[src/rtl/br_puf_pkg.sv]
// Shared types and constants for the bistable-ring PUF sequencer.
// Used by br_puf_sequencer and br_sync2.
package br_puf_pkg;

    typedef enum logic [2:0] {
        IDLE   = 3'd0,
        RST    = 3'd1,
        SETTLE = 3'd2,
        SAMPLE = 3'd3,
        DONE   = 3'd4
    } state_t;

    localparam int BR_WIDTH = 64;
    localparam int ONES_W   = 8;

    // Majority decision: more than half of the voted samples were 1.
    function automatic logic majority(input logic [ONES_W-1:0] ones, input int num_samples);
        return (ones > ONES_W'(num_samples / 2));
    endfunction

    // A response is stable when every vote agreed.
    function automatic logic all_agree(input logic [ONES_W-1:0] ones, input int num_samples);
        return ((ones == {ONES_W{1'b0}}) || (ones == ONES_W'(num_samples)));
    endfunction

endpackage

[src/rtl/br_sync2.sv]
// Two-flop synchroniser for the asynchronous ring output; cleared by RESET.
module br_sync2 (
    input  logic CLK,
    input  logic RESET,
    input  logic D,
    output logic Q
);

    logic meta_r;
    logic sync_r;

    // Two-stage metastability filter.
    always_ff @(posedge CLK or posedge RESET) begin
        if (RESET) begin
            meta_r <= 1'b0;
            sync_r <= 1'b0;
        end else begin
            meta_r <= D;
            sync_r <= meta_r;
        end
    end

    assign Q = sync_r;

endmodule

[src/rtl/br_puf_sequencer.sv]
// Challenge/reset/settle/sample/vote sequencer for one 64-stage bistable-ring PUF.
// Optional RESP_STABLE output enabled by defining BR_PUF_STABILITY_EN.
module br_puf_sequencer
    import br_puf_pkg::*;
#(
    parameter int RESET_CYCLES  = 4,
    parameter int SETTLE_CYCLES = 64,
    parameter int NUM_SAMPLES   = 7,
    parameter int SAMPLE_GAP    = 2
) (
    input  logic                CLK,
    input  logic                RESET,
    input  logic                START,
    input  logic [BR_WIDTH-1:0] CHAL,
    input  logic                BR_OUT,
    output logic                BR_RESET,
    output logic [BR_WIDTH-1:0] BR_C,
    output logic                BUSY,
    output logic                RESP_VALID,
    output logic                RESP,
    output logic [ONES_W-1:0]   RESP_ONES
`ifdef BR_PUF_STABILITY_EN
    ,
    output logic                RESP_STABLE
`endif
);

    localparam int RST_W = (RESET_CYCLES  > 1) ? $clog2(RESET_CYCLES + 1)  : 1;
    localparam int SET_W = $clog2(SETTLE_CYCLES + 1);
    localparam int SMP_W = (NUM_SAMPLES   > 1) ? $clog2(NUM_SAMPLES + 1)   : 1;
    localparam int GAP_W = (SAMPLE_GAP    > 0) ? $clog2(SAMPLE_GAP + 1)    : 1;

    if (NUM_SAMPLES % 2 == 0) begin : g_chk_odd
        $error("NUM_SAMPLES must be odd");
    end
    if ((NUM_SAMPLES < 1) || (NUM_SAMPLES > 255)) begin : g_chk_range
        $error("NUM_SAMPLES must be in 1..255");
    end
    if (SETTLE_CYCLES < 2) begin : g_chk_settle
        $error("SETTLE_CYCLES must be at least 2");
    end
    if (RESET_CYCLES < 1) begin : g_chk_reset
        $error("RESET_CYCLES must be at least 1");
    end

    state_t              state_r, state_s;
    logic [RST_W-1:0]    rst_cnt_r, rst_cnt_s;
    logic [SET_W-1:0]    settle_cnt_r, settle_cnt_s;
    logic [GAP_W-1:0]    gap_cnt_r, gap_cnt_s;
    logic [SMP_W-1:0]    smp_cnt_r, smp_cnt_s;
    logic [ONES_W-1:0]   acc_r, acc_s;
    logic [BR_WIDTH-1:0] br_c_r, br_c_s;
    logic                br_reset_r, br_reset_s;
    logic                busy_r, busy_s;
    logic                resp_valid_r, resp_valid_s;
    logic                resp_r, resp_s;
    logic [ONES_W-1:0]   resp_ones_r, resp_ones_s;
    logic                br_sync_s;
`ifdef BR_PUF_STABILITY_EN
    logic                stable_r, stable_s;
`endif

    br_sync2 u_sync (
        .CLK   (CLK),
        .RESET (RESET),
        .D     (BR_OUT),
        .Q     (br_sync_s)
    );

    // Next-state, counters, accumulator and challenge latch.
    always_comb begin
        state_s      = state_r;
        rst_cnt_s    = rst_cnt_r;
        settle_cnt_s = settle_cnt_r;
        gap_cnt_s    = gap_cnt_r;
        smp_cnt_s    = smp_cnt_r;
        acc_s        = acc_r;
        br_c_s       = br_c_r;
        case (state_r)
            IDLE: begin
                if (START) begin
                    br_c_s    = CHAL;
                    acc_s     = {ONES_W{1'b0}};
                    rst_cnt_s = {RST_W{1'b0}};
                    state_s   = RST;
                end else begin
                    state_s   = IDLE;
                end
            end
            RST: begin
                if (rst_cnt_r == RST_W'(RESET_CYCLES - 1)) begin
                    settle_cnt_s = {SET_W{1'b0}};
                    state_s      = SETTLE;
                end else begin
                    rst_cnt_s    = rst_cnt_r + RST_W'(1);
                end
            end
            SETTLE: begin
                if (settle_cnt_r == SET_W'(SETTLE_CYCLES - 1)) begin
                    gap_cnt_s    = {GAP_W{1'b0}};
                    smp_cnt_s    = {SMP_W{1'b0}};
                    state_s      = SAMPLE;
                end else begin
                    settle_cnt_s = settle_cnt_r + SET_W'(1);
                end
            end
            SAMPLE: begin
                // Last cycle of each window captures one vote.
                if (gap_cnt_r == GAP_W'(SAMPLE_GAP)) begin
                    acc_s     = acc_r + ONES_W'(br_sync_s);
                    gap_cnt_s = {GAP_W{1'b0}};
                    if (smp_cnt_r == SMP_W'(NUM_SAMPLES - 1)) begin
                        state_s   = DONE;
                    end else begin
                        smp_cnt_s = smp_cnt_r + SMP_W'(1);
                    end
                end else begin
                    gap_cnt_s = gap_cnt_r + GAP_W'(1);
                end
            end
            DONE: begin
                state_s = IDLE;
            end
            default: begin
                state_s = IDLE;
            end
        endcase
    end

    // Output values derived from the state being entered, so outputs are registered.
    always_comb begin
        br_reset_s   = 1'b1;
        busy_s       = 1'b0;
        resp_valid_s = 1'b0;
        resp_s       = resp_r;
        resp_ones_s  = resp_ones_r;
`ifdef BR_PUF_STABILITY_EN
        stable_s     = stable_r;
`endif
        case (state_s)
            IDLE: begin
                br_reset_s = 1'b1;
                busy_s     = 1'b0;
            end
            RST: begin
                br_reset_s = 1'b1;
                busy_s     = 1'b1;
            end
            SETTLE, SAMPLE: begin
                br_reset_s = 1'b0;
                busy_s     = 1'b1;
            end
            DONE: begin
                br_reset_s   = 1'b1;
                busy_s       = 1'b1;
                resp_valid_s = 1'b1;
                resp_s       = majority(acc_s, NUM_SAMPLES);
                resp_ones_s  = acc_s;
`ifdef BR_PUF_STABILITY_EN
                stable_s     = all_agree(acc_s, NUM_SAMPLES);
`endif
            end
            default: begin
                br_reset_s = 1'b1;
                busy_s     = 1'b0;
            end
        endcase
    end

    // State, datapath and output registers.
    always_ff @(posedge CLK or posedge RESET) begin
        if (RESET) begin
            state_r      <= IDLE;
            rst_cnt_r    <= {RST_W{1'b0}};
            settle_cnt_r <= {SET_W{1'b0}};
            gap_cnt_r    <= {GAP_W{1'b0}};
            smp_cnt_r    <= {SMP_W{1'b0}};
            acc_r        <= {ONES_W{1'b0}};
            br_c_r       <= {BR_WIDTH{1'b0}};
            br_reset_r   <= 1'b1;
            busy_r       <= 1'b0;
            resp_valid_r <= 1'b0;
            resp_r       <= 1'b0;
            resp_ones_r  <= {ONES_W{1'b0}};
`ifdef BR_PUF_STABILITY_EN
            stable_r     <= 1'b0;
`endif
        end else begin
            state_r      <= state_s;
            rst_cnt_r    <= rst_cnt_s;
            settle_cnt_r <= settle_cnt_s;
            gap_cnt_r    <= gap_cnt_s;
            smp_cnt_r    <= smp_cnt_s;
            acc_r        <= acc_s;
            br_c_r       <= br_c_s;
            br_reset_r   <= br_reset_s;
            busy_r       <= busy_s;
            resp_valid_r <= resp_valid_s;
            resp_r       <= resp_s;
            resp_ones_r  <= resp_ones_s;
`ifdef BR_PUF_STABILITY_EN
            stable_r     <= stable_s;
`endif
        end
    end

    assign BR_RESET   = br_reset_r;
    assign BR_C       = br_c_r;
    assign BUSY       = busy_r;
    assign RESP_VALID = resp_valid_r;
    assign RESP       = resp_r;
    assign RESP_ONES  = resp_ones_r;
`ifdef BR_PUF_STABILITY_EN
    assign RESP_STABLE = stable_r;
`endif

endmodule

[config.mk]
export PLATFORM = sky130hd
export DESIGN_NAME = br_puf_sequencer
export DESIGN_NICKNAME = d
export VERILOG_FILES = /design/src/rtl/br_puf_pkg.sv /design/src/rtl/br_sync2.sv /design/src/rtl/br_puf_sequencer.sv
export SDC_FILE = /design/constraint.sdc
export NUM_CORES = 1
export LEC_CHECK = 0
export ABC_AREA = 1
export CAP_MARGIN = 20
export CORE_UTILIZATION = 43
export DETAILED_ROUTE_END_ITERATION = 12
export GPL_TIMING_DRIVEN = 1
export PLACE_DENSITY = 0.88
export SLEW_MARGIN = 20
export SYNTH_ARGS = -nofsm -noshare
export SYNTH_HDL_FRONTEND = slang
export SYNTH_HIERARCHICAL = 1
export SYNTH_SLANG_ARGS = --single-unit
[constraint.sdc]
create_clock -name CLK -period 6 [get_ports CLK]
set_input_delay 0.9 -clock CLK [delete_from_list [all_inputs] [get_ports CLK]]
set_output_delay 0.9 -clock CLK [all_outputs]
set_load 0.1 [all_outputs]
# After elaboration in Yosys (flattened, before gate mapping)
# Cells that the tools add are included.
[totals]
wordCells = 74
in_bits = 68
romBits = 0
reg_bits = 104
latch_bits = 0
output_inout_bits = 76
mem_count = 0
ramBits = 0
[classes]
n_reduce_logical = 11
n_addsub = 5
eq_ne = 18
magnitude_cmp = 1
n_mul = 0
bitwise_logic = 0
shift = 0
n_mux = 25
div = 0
[ops]
columns = ["cell", "count"]
rows = [
  ["$mux W3", 9],
  ["$mux W8", 2],
  ["$pmux W8 S2", 1],
  ["$eq A3 B2 Y1 const B", 5],
  ["$mux W7", 2],
  ["$ne A2 B2 Y1 const B", 7],
  ["$pmux W7 S2", 1],
  ["$pmux W3 S2", 2],
  ["$pmux W3 S4", 1],
  ["$add A8 B1 Y8", 1],
  ["$gt A8 B2 Y1 const B", 1],
  ["$add A7 B1 Y7 const B", 1],
  ["$eq A7 B6 Y1 const B", 1],
  ["$add A3 B1 Y3 const B", 2],
  ["$eq A3 B1 Y1 const B", 2],
  ["$eq A3 B3 Y1 const B", 2],
  ["$reduce_and A3 Y1", 2],
  ["$reduce_bool A2 Y1", 3],
  ["$mux W1", 4],
  ["$mux W2", 2],
  ["$pmux W2 S2", 1],
  ["$reduce_and A2 Y1", 2],
  ["$reduce_and A4 Y1", 1],
  ["$reduce_or A4 Y1", 1],
  ["4 further kinds", 4],
]

# Longest topological paths before layout
# Gate-level depths: netlist of the first run.
[logic_depth]
depth_word = 7
mapped_depth = 12
depth_no_buf = 12

# Cells and area by module
# Netlist of the first run, hierarchy kept.
[modules_own_cells]
columns = ["module", "seq_area_each_um2", "n_inst", "cells_per_inst", "area_per_inst_um2"]
rows = [
  ["br_puf_sequencer", 2553.7, 1, 351, 4254.1],
  ["br_sync2", 50.0, 1, 3, 53.8],
]

# Worst setup path before layout of the first run
# No wires, ideal clock.
[synth_path]
path_type = "register -> output"
startpoint = "register resp_ones_r[0] (netlist: RESP_ONES[0])"
endpoint = "output port RESP_ONES[0]"
required_ps = 5100
n_path_buf = 0
setup_slack_ps = 4202
t_arrival_ps = 898
path_stages_with_launch = 1
path_cell_list = "dfrtp_1"
[synth_lines]
columns = ["element", "line_no", "rtl"]
rows = [
  ["start, declared", "br_puf_sequencer.sv:57", "logic [ONES_W-1:0] resp_ones_r, resp_ones_s;"],
  ["start signal, assigned", "br_puf_sequencer.sv:184", "resp_ones_r <= {ONES_W{1'b0}};"],
  ["start signal, assigned", "br_puf_sequencer.sv:200", "resp_ones_r <= resp_ones_s;"],
  ["end, declared", "br_puf_sequencer.sv:21", "output logic [ONES_W-1:0] RESP_ONES"],
]
# No word-level cell between the ends.

# Worst setup path in the final report of the first run
[layout_path]
startpoint = "register br_reset_r (netlist: BR_RESET)"
endpoint = "output port BR_RESET"
[layout_lines]
columns = ["element", "line_no", "rtl"]
rows = [
  ["start, declared", "br_puf_sequencer.sv:53", "logic br_reset_r, br_reset_s;"],
  ["start signal, assigned", "br_puf_sequencer.sv:196", "br_reset_r <= br_reset_s;"],
  ["end, declared", "br_puf_sequencer.sv:16", "output logic BR_RESET,"],
]
# No word-level cell between the ends.

==> impl_metrics.env, run 1 <==
export IMPL_status="finished clean"
export IMPL_crit_type="reg -> out"
export IMPL_diodes=0
export IMPL_rsz0062_at_grt="false"
export IMPL_synthTopCellsByArea="dfrtp_1 60%, mux2_2 17%, nand2_1 5.3%"
export IMPL_arrival_ns=2.01
export IMPL_holdBufCountCts=0
export IMPL_crit_family="buffers and inverters"
export IMPL_syn_area_um2=4308
export IMPL_finClkSkew_ns=0.01540
export IMPL_grt_max_degree=75
export IMPL_synth_top_area_share_pct=59.83
export IMPL_cts_buffers=9
export IMPL_yosys_area_top_type="dfrtp_1"
export IMPL_wirelength_um=8835
export IMPL_hold_viol_final=0
export IMPL_final_net_count=574
export IMPL_min_period_ns=2.909
export IMPL_vdd_drop_max_mv=0.1064
export IMPL_antenna_found_initial=0
export IMPL_synth_seq_cells=104
export IMPL_max_freq_ghz=0.3437
export IMPL_cts_path_max_buffers=2
export IMPL_syn_num_nets=429
export IMPL_cp_start_kind="register"
export IMPL_layout_drive_gt1_share_pct=19.64
export IMPL_clk_pin_slew_worst_paths_ns=0.10
export IMPL_drt_iter0_markers=116
export IMPL_post_route_util_pct=61.92
export IMPL_reg2reg_from="state_r[1]"
export IMPL_grt_pass1_wl_um=13990
export IMPL_cpPeakStageDelay_ns=1.12
export IMPL_num_rows=36
export IMPL_min_path_cells=0
export IMPL_postCtsSetupBuffers=0
export IMPL_vias=3038
export IMPL_wire_per_inst_um=13.87
export IMPL_min_to="u_sync/Q"
export IMPL_finalSetupViolCount=0
export IMPL_dpl_hpwl_um=6494
export IMPL_reg2reg_to="RESP"
export IMPL_cp_end_kind="output port"
export IMPL_clock_latency_ns=0.37
export IMPL_maxSlewViolCount=0
export IMPL_period_share_pct=48.49
export IMPL_syn_inst=354
export IMPL_htreeDepth=3
export IMPL_gp_congestion=0.7607
export IMPL_fp_dieW_um=102.1
export IMPL_cts_root_buf="clkbuf_8"
export IMPL_grt_pass1_vias=3110
export IMPL_crit_slowest_cell="clkdlybuf4s50_1"
export IMPL_dieArea_um2=10420
export IMPL_r2r_slack_ns=3.69
export IMPL_ys_warn_count=6
export IMPL_avgSynthCellArea_um2=12.17
export IMPL_drtPass1Iterations=4
export IMPL_viasPerCell=4.769
export IMPL_initial_core_util_pct=44.28
export IMPL_rr_worst_depth=10
export IMPL_postRouteAntennaNets=0
export IMPL_ys_seq_area_share_pct=60.44
export IMPL_ios=144
export IMPL_cts_resized=0
export IMPL_crit_chain="clkdlybuf4s50_1"
export IMPL_track_usage_pct=17.51
export IMPL_p_leak_nw=2.907
export IMPL_holdCritStartpoint="u_sync/meta_r"
export IMPL_drv_cap=0
export IMPL_cts_tree="built"
export IMPL_die_h_um=102.1
export IMPL_hold_class="reg -> reg"
export IMPL_clock_sinks=104
export IMPL_synth_cell_types=30
export IMPL_cp_depth=1
export IMPL_worst_path_buf_inv=1
export IMPL_fin_area_um2=6025
export IMPL_finalSetupTns_ns=0
export IMPL_relSlewSlack_pct=31.89
export IMPL_powerDensity_nw_per_um2=192.8
export IMPL_core_um2=9729
export IMPL_worst_slew_pin_slew_ns=1.018
export IMPL_cp_max_fo=1
export IMPL_crit_required_ns=5.10
export IMPL_port_buffers=143
export IMPL_overflow=0
export IMPL_drcViolationCount=0
export IMPL_area_growth_pct=39.85
export IMPL_postPlaceCellArea_um2=5846
area by class of cell:
cell class,instances,area [um^2]
Clock buffer,10,127.6
Timing Repair Buffer,144,1439
Fill cell,811,3705
Inverter,30,115.1
Clock inverter,6,51.30
Tap cell,133,166.4
Multi-Input combinational cell,210,1521
Sequential cell,104,2604
power breakdown:
| group | switching, mW | leakage, nW | internal, mW | total (mW) |
|---|---|---|---|---|
| logic | 0.0199 | 1.48 | 0.0392 | 0.0591 |
| registers | 0.000258 | 1.34 | 0.701 | 0.701 |
| clock network | 0.245 | 0.0875 | 0.156 | 0.401 |
| total | 0.265 | 2.91 | 0.897 | 1.16 |
metal layers:
layer / global-route usage [%] / up-vias / wire length (um)
met2: 31.54 / 98 / 4584
met1: 20.52 / 1469 / 3623
met3: 3.352 / 10 / 526
li1: - / 1461 / -
met4: 7.033 / 0 / 101
met5: 0 / - / 0
flip-flops by register name (all words and copies together) (netlist names):
| register | cells |
|---|---|
| RESP_ONES | 8 |
| BR_RESET | 1 |
| u_sync/meta_r | 1 |
| state_r | 3 |
| BR_C | 64 |
| smp_cnt_r | 3 |
| settle_cnt_r | 7 |
| RESP_VALID | 1 |
| acc_r | 8 |
| BUSY | 1 |
| u_sync/Q | 1 |
| gap_cnt_r | 2 |
| RESP | 1 |
| rst_cnt_r | 3 |
through the flow:
stage               power, mW  hold WS [ns]  worst slack (ns)  std cells
detailed placement     0.7758        0.3603             2.948        621
CTS                     1.180        0.3833             3.068        637
global route            1.215        0.3891             3.037        637
finish                  1.161        0.3829             3.091        637
global placement       0.7749        0.3381             3.019        621
floorplan              0.7269        0.3312             2.426        354
worst max-delay path by stage:
stage | from | to | slack (ns)
6_report | BR_RESET | BR_RESET | 3.09
5_1_grt | BR_RESET | BR_RESET | 3.04
4_1_cts | BR_RESET | BR_RESET | 3.07
3_5_place_dp | START | RESP | 2.95
3_3_place_gp | START | RESP | 3.02
2_1_floorplan | RESET | BR_C[0] | 2.43
cells in the mapped netlist, drive strengths merged:
master and number:
nor2 14, o31ai 2, nand4 3, nand3 26
xor2 4, nand3b 1, mux2 64, dfstp 1
buf 10, inv 30, a21oi 1, nor3 4
o22ai 1, ha 7, dfrtp 103, nand2 63
a31oi 2, xnor2 1, o21ai 17
cells by family (layout without fill, tap and decap cells):
logic type / count (synthesis) / in the layout / share of synthesized area [%]
fa+ha+maj: 7 / 7 / 2.033
flops: 104 / 104 / 60.44
xor+xnor: 5 / 5 / 1.017
buf+inv: 40 / 190 / 4.531
compound gates: 23 / 23 / 2.875
mux: 64 / 64 / 16.73
simple gates: 111 / 111 / 12.37
placed cells by master, fill, tap and decap left out, types with 3 or more instances in the layout:
cell type / instances
clkdlybuf4s50_1: 143
nand2_1: 61
dfrtp_1: 103
clkbuf_8: 9
xor2_1: 4
o21ai_0: 10
mux2_2: 64
inv_2: 5
clkinv_4: 3
o21ai_1: 7
nor2_1: 11
ha_1: 7
inv_1: 24
nand3_1: 22
(Power assumes the default switching activity.)
==> inputs of run 2 (changes only) <==
==> constraint.sdc (replaced) <==
create_clock -name CLK -period 2.8 [get_ports CLK]
set_input_delay 0.42 -clock CLK [delete_from_list [all_inputs] [get_ports CLK]]
set_output_delay 0.42 -clock CLK [all_outputs]
set_load 0.1 [all_outputs]
==> run 2 against run 1 <==
Hold slack worse by 0.075 ns. Clock power grew to 2.6 times the previous value. Combinational power is 120% higher. Count of clock-buffer cells in the layout stayed put. Non-clock buffer count is 3 higher. Critical path type is now reg -> reg. Clock skew is 0.0029 ns lower.
==> impl_metrics.env, run 2 (synthesis results as in run 1) <==
export IMPL_grt_pass1_vias=2977
export IMPL_status="finished clean"
export IMPL_relSlewSlack_pct=71.55
export IMPL_diodes=0
export IMPL_cpPeakStageDelay_ns=0.47
export IMPL_cts_tree="built"
export IMPL_num_rows=36
export IMPL_worst_slew_pin_slew_ns=0.4258
export IMPL_holdBufCountCts=0
export IMPL_worst_path_buf_inv=1
export IMPL_port_buffers=143
export IMPL_dpl_hpwl_um=6246
export IMPL_hold_class="in -> async"
export IMPL_finalWorstSetupSlack_ns=0.9684
export IMPL_area_growth_pct=37.70
export IMPL_gp_congestion=0.7408
export IMPL_max_freq_ghz=0.5460
export IMPL_grt_max_degree=56
export IMPL_post_route_util_pct=60.97
export IMPL_cts_buffers=9
export IMPL_drt_iter0_markers=80
export IMPL_overflow=0
export IMPL_cts_root_buf="clkbuf_8"
export IMPL_htreeDepth=3
export IMPL_viasPerCell=4.800
export IMPL_crit_chain="nor2_1 -> nand3_4 -> buf_4 -> mux2_2"
export IMPL_initial_core_util_pct=44.28
export IMPL_drcViolationCount=0
export IMPL_powerDensity_nw_per_um2=450.8
export IMPL_wirelength_um=8503
export IMPL_dieArea_um2=10420
export IMPL_vias=3072
export IMPL_vdd_drop_max_mv=0.3663
export IMPL_crit_type="reg -> reg"
export IMPL_crit_slowest_cell="dfrtp_1"
export IMPL_die_h_um=102.1
export IMPL_core_um2=9729
export IMPL_ios=144
export IMPL_postRouteAntennaNets=0
export IMPL_arrival_ns=2.07
export IMPL_fp_dieW_um=102.1
export IMPL_cts_resized=0
export IMPL_period_share_pct=65.41
export IMPL_multi_input_area_um2=1521
export IMPL_grt_pass1_wl_um=13330
export IMPL_layout_drive_gt1_share_pct=35.31
export IMPL_hold_viol_final=0
export IMPL_crit_required_ns=3.03
export IMPL_cp_start_kind="register"
export IMPL_post_place_ws_ns=0.6565
export IMPL_fillCellCount=782
export IMPL_maxSlewViolCount=0
export IMPL_crit_family="simple AND/OR/NAND/NOR gates"
export IMPL_largest_reg_flops=64
export IMPL_postCtsSetupBuffers=0
export IMPL_finClkSkew_ns=0.01254
export IMPL_most_common_layout_cells="103 x dfrtp_1, 78 x buf_4, 67 x clkdlybuf4s50_1, 64 x mux2_2, 61 x nand2_1"
export IMPL_final_net_count=577
export IMPL_drv_cap=0
export IMPL_cts_path_max_buffers=2
export IMPL_clk_pin_slew_worst_paths_ns=0.09
export IMPL_wire_per_inst_um=13.29
export IMPL_track_usage_pct=16.34
export IMPL_layout_commonest_cell="dfrtp_1"
export IMPL_clock_latency_ns=0.36
export IMPL_clock_sinks=104
export IMPL_worst_hold_slack_ns=0.3084
export IMPL_rsz0062_at_grt="false"
export IMPL_cp_max_fo=28
export IMPL_antenna_found_initial=0
export IMPL_p_leak_nw=3.085
export IMPL_cp_end_kind="register"
export IMPL_drtPass1Iterations=4
export IMPL_finalSetupViolCount=0
export IMPL_min_period_ns=1.832
export IMPL_finalSetupTns_ns=0
export IMPL_seqCellArea_um2=2604
run 2: final cells by class:
class	count	area share [%]
flip-flops and latches	104	43.89
multi-input cells	210	25.65
repair buffers	147	21.85
well taps	133	2.805
clock buffers	10	2.320
inverters	30	1.962
clock inverters	6	1.519
run 2: routing by layer:
metal / GRT usage (%) / wire [um]
met5: 0 / 0
met4: 5.495 / 83
met3: 3.899 / 605
met2: 28.70 / 4238
met1: 19.70 / 3575
run 2: final timing paths:
check / start / endpoint / slack, ns / cells after the start
worst min register to register: u_sync/meta_r / u_sync/Q / 0.35 / 0
worst max register to register: state_r[1] / BR_C[46] / 0.97 / 4
worst max-delay path: state_r[1] / BR_C[46] / 0.97 / 4
worst min-delay path: RESET / u_sync/meta_r / 0.31 / 2
min in group CLK: u_sync/meta_r / u_sync/Q / 0.35 / 0
max in group asynchronous: RESET / BR_RESET / 1.71 / 3
run 2: power breakdown:
group	internal, mW	total, mW	switching (mW)
sequential	1.50	1.50	0.000450
combinational	0.0886	0.132	0.0434
clock	0.533	1.04	0.506
run 2: stage by stage:
step / cells / cell area [um^2] / power [mW]
2_1_floorplan: 354 / 4312 / 1.558
3_3_place_gp: 624 / 5704 / 1.665
3_5_place_dp: 624 / 5704 / 1.667
4_1_cts: 640 / 5932 / 2.709
5_1_grt: 640 / 5932 / 2.775
6_report: 640 / 5932 / 2.674
==> inputs of run 3 (changes only) <==
--- a/config.mk
+++ b/config.mk
@@ -7,7 +7,7 @@
 export LEC_CHECK = 0
 export ABC_AREA = 1
 export CAP_MARGIN = 20
-export CORE_UTILIZATION = 43
+export CORE_UTILIZATION = 41
 export DETAILED_ROUTE_END_ITERATION = 12
 export GPL_TIMING_DRIVEN = 1
 export PLACE_DENSITY = 0.88
==> constraint.sdc (replaced) <==
create_clock -name CLK -period 1.6 [get_ports CLK]
set_input_delay 0.24 -clock CLK [delete_from_list [all_inputs] [get_ports CLK]]
set_output_delay 0.24 -clock CLK [all_outputs]
set_load 0.1 [all_outputs]
==> run 3 against run 2 <==
The flow now finishes with violations (negative setup slack). Count of clock-buffer cells in the layout did not move. First-iteration DRC count rose by 100%. Total power rose by 70%. Largest power group unchanged. Design area rose by 20%. Sequential cell count did not move. Critical endpoint is now RESP. Critical path type unchanged. Via count rose by 9.1%.
==> impl_metrics.env, run 3 (synthesis results as in run 1) <==
export IMPL_finalNonFillerCells=662
export IMPL_gp_congestion=0.8067
export IMPL_htreeDepth=3
export IMPL_maxSlewViolCount=0
export IMPL_num_rows=37
export IMPL_cp_start_kind="register"
export IMPL_area_growth_pct=65.70
export IMPL_reg2reg_from="state_r[2]"
export IMPL_hold_class="in -> async"
export IMPL_multi_input_area_um2=1642
export IMPL_worst_hold_slack_ns=0.1215
export IMPL_initial_core_util_pct=41.92
export IMPL_crit_required_ns=1.85
export IMPL_p_leak_nw=3.421
export IMPL_finClkSkew_ns=0.01938
export IMPL_overflow=0
export IMPL_powerDensity_nw_per_um2=637.1
export IMPL_status="finished, violations left"
export IMPL_grt_pass1_vias=3442
export IMPL_core_um2=10280
export IMPL_fin_area_um2=7138
export IMPL_track_usage_pct=19.13
export IMPL_worst_slew_pin_slew_ns=0.4614
export IMPL_port_buffers=143
export IMPL_busiest_layer="met2"
export IMPL_use_met1_pct=22.32
export IMPL_dpl_hpwl_um=7535
export IMPL_violations="negative setup slack"
export IMPL_cp_end_kind="register"
export IMPL_cts_root_buf="clkbuf_8"
export IMPL_dieArea_um2=10920
export IMPL_wirelength_um=10850
export IMPL_finalWorstSetupSlack_ns=-0.05181
export IMPL_seqCellArea_um2=2608
export IMPL_cp_max_fo=8
export IMPL_wire_per_inst_um=16.39
export IMPL_crit_type="reg -> reg"
export IMPL_fp_dieW_um=104.5
export IMPL_final_net_count=596
export IMPL_diodes=0
export IMPL_met2_usage_pct=35.05
export IMPL_finalSetupViolCount=3
export IMPL_most_common_layout_cells="100 x dfrtp_1, 79 x buf_12, 67 x clkdlybuf4s50_1, 64 x mux2_2, 57 x nand2_1"
export IMPL_max_freq_ghz=0.6054
export IMPL_hold_viol_final=0
export IMPL_fillCellCount=689
export IMPL_min_period_ns=1.652
export IMPL_cts_path_max_buffers=2
export IMPL_viasPerCell=5.062
export IMPL_clock_latency_ns=0.37
export IMPL_dp_cells=637
export IMPL_ios=144
export IMPL_arrival_ns=1.90
export IMPL_rsz0062_at_grt="true"
export IMPL_drcViolationCount=0
export IMPL_grt_max_degree=87
export IMPL_holdBufCountCts=0
export IMPL_antenna_found_initial=0
export IMPL_rr_worst_depth=10
export IMPL_finalPower_mw=4.548
export IMPL_vdd_drop_max_mv=0.5712
export IMPL_post_place_ws_ns=-0.1619
export IMPL_layout_drive_gt1_share_pct=41.44
export IMPL_grt_pass1_wl_um=16630
export IMPL_use_met3_pct=3.133
export IMPL_period_share_pct=103.2
export IMPL_reg2reg_to="RESP"
export IMPL_relSlewSlack_pct=69.24
export IMPL_die_h_um=104.5
export IMPL_layout_commonest_cell="dfrtp_1"
export IMPL_vias=3351
export IMPL_clk_pin_slew_worst_paths_ns=0.10
export IMPL_clock_sinks=104
export IMPL_cts_buffers=9
export IMPL_drv_cap=0
export IMPL_cts_tree="built"
export IMPL_drt_iter0_markers=161
export IMPL_postPlaceCellArea_um2=6746
export IMPL_largest_reg_flops=64
export IMPL_drtPass1Iterations=4
export IMPL_postRouteAntennaNets=0
export IMPL_r2r_slack_ns=-0.05
## run 3: area by class of cell
cell class              count  area share, %
clock buffers              10          1.928
well taps                 136          2.384
inverters                  30          1.630
repair buffers            165          33.60
multi-input cells         211          23.00
flip-flops and latches    104          36.53
clock inverters             6         0.9290
## run 3: repair_timing
action                                  4_1_cts  5_1_grt
buffers inserted                              0        9
endpoints found under the setup margin       20       82
gates cloned                                  0        1
gates resized for setup                       3       27
pin swaps                                     1       14
## run 3: power breakdown
group	leakage [nW]	internal, mW	switching [mW]	total [mW]
Sequential	1.34	2.63	0.00160	2.63
Clock	0.107	0.773	0.903	1.68
Combinational	1.98	0.158	0.0836	0.242
Total	3.42	3.56	0.988	4.55
## run 3: worst max path at each step
stage	to	slack, ns	start	cells past startpoint
2_1_floorplan	RESP	0.13	acc_r[0]	11
3_3_place_gp	BR_C[33]	-0.11	START	4
3_5_place_dp	BR_C[26]	-0.16	START	4
4_1_cts	RESP	0.005	acc_r[0]	12
5_1_grt	RESP	-0.16	state_r[2]	10
6_report	RESP	-0.05	state_r[2]	10
## run 3: critical path, stage by stage, from the launching register on
cell and delay [ns]:
dfrtp_2 0.47, inv_1 0.13, nand3_4 0.14, nor2_1 0.24, nand3_2 0.11, nand2_2 0.08, nand2_1 0.06, nor2_1 0.13
nand2_1 0.07, nand2_1 0.06, nand2_1 0.05
## run 3: per-stage QoR
| stage | util (%) | TNS [ns] |
|---|---|---|
| global route | 69.45 | -0.7444 |
| CTS | 67.74 | 0 |
| floorplan | - | 0 |
| finish | 69.45 | -0.08384 |
| detailed placement | 65.64 | -5.070 |
| global placement | 65.64 | -2.112 |
## run 3: metal layers
metal,wire [um],up-vias
met5,0,-
met1,4143,1654
li1,-,1509
met2,5830,151
met4,346,0
met3,531,37
